$ cat config.mk
export PLATFORM = sky130hd
export DESIGN_NAME = fp_unit_arbiter
export DESIGN_NICKNAME = d
export VERILOG_FILES = /design/src/rtl/fp_unit_arbiter.sv
export SDC_FILE = /design/constraint.sdc
export NUM_CORES = 1
export LEC_CHECK = 0
export CAP_MARGIN = 0
export CORE_MARGIN = 2
export CORE_UTILIZATION = 35
export CTS_BUF_LIST = sky130_fd_sc_hd__clkbuf_4
export DETAILED_ROUTE_END_ITERATION = 7
export GPL_TIMING_DRIVEN = 0
export PLACE_DENSITY = 0.75
export SLEW_MARGIN = 20
export SYNTH_ARGS = -nofsm -noshare
export SYNTH_HDL_FRONTEND = slang
export SYNTH_SLANG_ARGS = --single-unit
$ cat constraint.sdc
create_clock -name clk -period 3.8 [get_ports clk]
set_input_delay 0.76 -clock clk [delete_from_list [all_inputs] [get_ports clk]]
set_output_delay 0.76 -clock clk [all_outputs]
set_load 0.1 [all_outputs]
$ cat src/rtl/fp_unit_arbiter.sv
// fp_unit_arbiter: round-robin sharing of one start/finish FP unit among N_REQ requesters
module fp_unit_arbiter #(
  parameter int N_REQ   = 2,
  parameter int WIDTH   = 32,
  parameter int TIMEOUT = 1024
) (
  input  logic                   clk,
  input  logic                   reset,
  input  logic [N_REQ-1:0]       req_valid,
  output logic [N_REQ-1:0]       req_ready,
  input  logic [N_REQ*WIDTH-1:0] req_a,
  input  logic [N_REQ*WIDTH-1:0] req_b,
  input  logic [N_REQ-1:0]       req_mul,
  output logic [N_REQ-1:0]       resp_valid,
  output logic [WIDTH-1:0]       resp_s,
  output logic                   resp_err,
  output logic                   busy,
  output logic [WIDTH-1:0]       fp_a,
  output logic [WIDTH-1:0]       fp_b,
  output logic                   fp_mul,
  output logic                   fp_start,
  input  logic [WIDTH-1:0]       fp_s,
  input  logic                   fp_finish
);
  localparam int IW = (N_REQ > 1) ? $clog2(N_REQ) : 1;
  localparam int CW = $clog2(TIMEOUT) + 1;
  typedef enum logic [1:0] {IDLE, ISSUE, WAIT, RESP} state_t;
  state_t state, state_n;
  logic [IW-1:0] ptr, id, gnt_id, idx;
  logic gnt_any, done, tmo;
  logic [N_REQ-1:0] gnt;
  logic [WIDTH-1:0] a_q, b_q, res_q;
  logic mul_q, err_q;
  logic [CW-1:0] cnt;
  always_comb begin
    gnt_id = '0;
    gnt_any = 1'b0;
    idx = '0;
    for (int i = 0; i < N_REQ; i++) begin
      idx = IW'((int'(ptr) + i) % N_REQ);
      if (!gnt_any && req_valid[idx]) begin
        gnt_any = 1'b1;
        gnt_id = idx;
      end
    end
    gnt = gnt_any ? (N_REQ'(1) << gnt_id) : '0;
  end
  // finish in the first WAIT cycle may be a stale level from the previous op
  assign done = (cnt != '0) && fp_finish;
  assign tmo  = cnt == CW'(TIMEOUT - 1);
  always_ff @(posedge clk or posedge reset)
    if (reset) state <= IDLE;
    else state <= state_n;
  always_comb begin
    state_n = state;
    case (state)
      IDLE:  state_n = gnt_any ? ISSUE : IDLE;
      ISSUE: state_n = WAIT;
      WAIT:  state_n = (done || tmo) ? RESP : WAIT;
      RESP:  state_n = IDLE;
      default: state_n = IDLE;
    endcase
  end
  always_ff @(posedge clk or posedge reset) begin
    if (reset) begin
      ptr <= '0;
      id <= '0;
      a_q <= '0;
      b_q <= '0;
      mul_q <= 1'b0;
      res_q <= '0;
      err_q <= 1'b0;
      cnt <= '0;
    end else begin
      if (state == IDLE && gnt_any) begin
        a_q <= req_a[gnt_id*WIDTH +: WIDTH];
        b_q <= req_b[gnt_id*WIDTH +: WIDTH];
        mul_q <= req_mul[gnt_id];
        id <= gnt_id;
        ptr <= (gnt_id == IW'(N_REQ - 1)) ? '0 : gnt_id + IW'(1);
      end
      if (state == ISSUE) cnt <= '0;
      if (state == WAIT) begin
        cnt <= cnt + CW'(1);
        if (done) begin
          res_q <= fp_s;
          err_q <= 1'b0;
        end else if (tmo) begin
          res_q <= '0;
          err_q <= 1'b1;
        end
      end
    end
  end
  always_comb begin
    req_ready  = (state == IDLE) ? gnt : '0;
    busy       = state != IDLE;
    fp_start   = state == ISSUE;
    fp_a       = (state == ISSUE || state == WAIT) ? a_q : '0;
    fp_b       = (state == ISSUE || state == WAIT) ? b_q : '0;
    fp_mul     = (state == ISSUE || state == WAIT) ? mul_q : 1'b0;
    resp_valid = (state == RESP) ? (N_REQ'(1) << id) : '0;
    resp_s     = (state == RESP) ? res_q : '0;
    resp_err   = (state == RESP) ? err_q : 1'b0;
  end
endmodule
# Yosys cells after proc, flatten, opt, wreduce, memory -nomap -nowiden
# Cells that the tools add are included.
# classes
magnitude_cmp	3
n_reduce_logical	12
n_mux	28
n_addsub	3
n_eq_ne	4
shifts	4
# op_table
operator	count
$mux 32	5
$shiftx 64x7->32	2
$mux 11	2
$mux 1	17
$add 11x1->11 const B	1
$eq 11x10->1 const B	1
$reduce_bool 11->1	1
$pmux 2 s4	1
$lt 1x2->1 const B	3
$mux 2	3
$reduce_bool 2->1	3
$eq 2x2->1 const B	2
$shl 1x1->2 const A	2
$logic_and 1x1->1	3
$add 1x1->1 const B	2
$eq 2x1->1 const B	1
$logic_not 2->1	1
$logic_or 1x1->1	2
$reduce_and 2->1	1
$logic_not 1->1	1
# word_totals
reg_bits	113
wordCells	63
output_inout_bits	104

# Logic depth before layout (Yosys ltp)
# depth
ltp_word	9
ltp_mapped	8
depth_no_buf	6

# Least setup slack after synthesis
# Ideal clock, no wire load.
# synth_timing
kind	input -> output
start	input port req_valid[0]
end	output port req_ready[0]
arrival_ns	2.233
setup_slack_ns	0.807
path_stages	4
cell_sequence	nand2_1 a21oi_1 buf_2 buf_1
# synth_via
elab_chain_cells	9
# synth_rtl
element	line_no	source
start: declaration	9	input logic [N_REQ-1:0] req_valid,
$mux 1 (implied by the code) (2 in a row)	41	if (!gnt_any && req_valid[idx]) begin
$mux 1	41	
$logic_not 1->1	41	
$logic_and 1x1->1	41	
$mux 1	41	
$shl 1x1->2	46	gnt = gnt_any ? (N_REQ'(1) << gnt_id) : '0;
$mux 2 (*)	46	
$mux 2 (*)	96	req_ready = (state == IDLE) ? gnt : '0;
end: declaration	10	output logic [N_REQ-1:0] req_ready,
# Every way passes the cells marked *; elsewhere a longest branch is shown, timed or not. The select of a mux whose other input is x is not followed.

# Worst setup path in the final report
# layout_timing
start	input port req_valid[1]
end	output port req_ready[1]
# Same word-level chain as after synthesis.

==> results.toml <==
[status]
outcome = "completed"

[yosys]
ys_types = 32
syn-instance-count = 559
syn_area_um2 = 5440
synth_edf_count = 0
ys_top_cells_by_count = "dfrtp_1, and2_1, inv_1, nand2_1, a222oi_1"
yosysMostFrequentCell = "dfrtp_1"
synth_ff_type = "dfrtp_1"
async_flop_share_pct = 100
synth.largest_area_cell = "dfrtp_1"
ys_ff_latch = 113
seq_area_frac_synth_pct = 52.0
synth.area.top_cells = "dfrtp_1, a222oi_1, and2_1"
yosys_warnings = 0
avgSynthCellArea_um2 = 9.72
synth_top_cell_area_share_pct = 52.0
synth_nets = 733

[detailed_routing]
drc_errors = 0
vias = 5348
drtPass1Iterations = 7
wl_per_cell_um = 17.9
drt-initial-drc-count = 441
wl_mm = 18.7
vias_per_cell = 5.11
antenna_left = 0

[worst_setup_path]
cp_max_fo = 10
crit_type = "in2out"
path_buf_inv = 3
cp_top_family = "buffers and inverters"
worst_setup_path_end_kind = "primary output"
crit_chain = "clkdlybuf4s50_1, nand2_1, a21oi_1, clkbuf_1, clkdlybuf4s15_2"
arrival_ns = 2.79
slowest_stage = "clkdlybuf4s15_2"
max_stage_delay_ns = 0.64
required_ns = 3.04
worst_setup_path_start_kind = "input port"

[cts]
cts_root_buf = "clkbuf_4"
cts_hold_buf = 0
path_clk_slew_ns = 0.10
htreeDepth = 4
cts_tree = "done"
clkSinkCount = 113
cts_buffer_depth = 2
cts_made_buffers = 17
clock_latency_ns = 0.53

[placed_design]
dpl_worst_slack_ns = -0.733
hpwl_mm = 14.1
port-buffer-count = 270
place_congestion = 0.840

[layout]
fill_cells = 1398
drive_gt1_share_pct = 13.3
nNetsFinal = 1022
syn2layout_area_growth_pct = 57.7

[global_routing]
grt_remaining_overflow = 0
grt_pass1_vias = 5350
antenna_found_initial = 1
grt_pass1_wl_mm = 28.8
grt.total_usage_pct = 22.7
grt_max_degree = 68

[sta]
fin_crit_ns = 3.55
finalHoldViolations = 0
fmax_ghz = 0.281
relSlewSlack_pct = 32.1
rsz0062_at_grt = "false"
fin_crit_sh_pct = 93.5
setup_viol = 0
skew_ns = 0.0132
slew_violations = 0
fin_ws_ns = 0.245
tightestPinTransition_ns = 1.01

[die]
dieArea_um2 = 16500
die_h_um = 129
io_pins = 271
die_w_um = 129
start_util_pct = 35.8
rows = 45
core_area_um2 = 15200

[min_path]
hold_path.class = "reg2reg"

[flow_run]
cap_viol_max_count = 0
## final cells by class
type / instances / area, um^2 / share of cell area (%)
repair buffers: 271 / 2680 / 31.2
plain buffers: 43 / 204 / 2.38
well taps: 188 / 235 / 2.74
diodes: 1 / 2.50 / 0.0292
flip-flops and latches: 113 / 2830 / 33.0
clock buffers: 19 / 143 / 1.66
multi-input cells: 327 / 2120 / 24.8
clock inverters: 10 / 72.6 / 0.847
inverters: 75 / 287 / 3.34
## routing by layer
metal / global-route usage (%) / routed length, um / vias up
met4: 8.25 / 328 / 0
met1: 26.2 / 7190 / 2551
met2: 38.2 / 9170 / 273
met5: 0 / 0 / -
met3: 9.23 / 2020 / 23
li1: - / - / 2501
## tightest hold or removal path: stages, from the launching register on
cell and delay, ns:
dfrtp_1 0.35, a222oi_1 0.06, inv_1 0.05
## placed cells by master (no fill, tap or decap), drive strengths merged, types with 8 or more instances in the layout
cell type and count:
dfrtp 113, and2 99, clkinv 8, o21ai 37
clkdlybuf4s50 173, a222oi 65, nor2 8, buf 49
inv 75, dlymetal6s2s 24, clkbuf 44, clkdlybuf4s15 33
nand2 73
## path summary, 6_finish.rpt
kind / from / end / slack [ns] / depth (start not counted)
max reg2reg: state[0] / b_q[28] / 1.42 / 8
min reg2reg: a_q[26] / a_q[26] / 0.49 / 2
max: req_valid[1] / req_ready[1] / 0.25 / 5
min in group asynchronous: reset / a_q[20] / 0.62 / 2
min: a_q[26] / a_q[26] / 0.49 / 2
max in group asynchronous: reset / b_q[23] / 2.50 / 3
## logic make-up after synthesis
family	Yosys count	share of synthesized area, %
adder cells (fa/ha/maj)	7	1.61
flip-flops	113	52.0
buffers and inverters	119	8.93
multiplexers	1	0.184
XOR/XNOR	6	0.967
AO/OA/AOI/OAI	111	16.5
AND/OR/NAND/NOR	202	19.8
## flip-flops by register name, indices dropped and copies added, names as in the netlist
signal,count
res_q,32
cnt,11
a_q,32
mul_q,1
state,2
err_q,1
ptr,1
b_q,32
id,1
## through the flow
stage | setup TNS [ns] | hold slack (ns) | utilization (%) | area (um^2) | std cells
finish | 0 | 0.491 | 56.4 | 8570 | 1047
global route | 0 | 0.511 | 56.4 | 8570 | 1047
CTS | 0 | 0.496 | 57.2 | 8690 | 1047
detailed placement | -1.31 | 0.469 | 55.3 | 8410 | 1018
global placement | -198.25 | 0.463 | 55.1 | 8370 | 1017
floorplan | 0 | 0.451 | - | 5440 | 559
## repair_timing
action,4_1_cts,5_1_grt
setup buffers,0,0
setup endpoints to repair,73,87
gates resized for setup,211,91
Power is left out: the tool's default activity adds up to more than one toggle a clock period on the data nets, which glitch-free logic cannot reach.
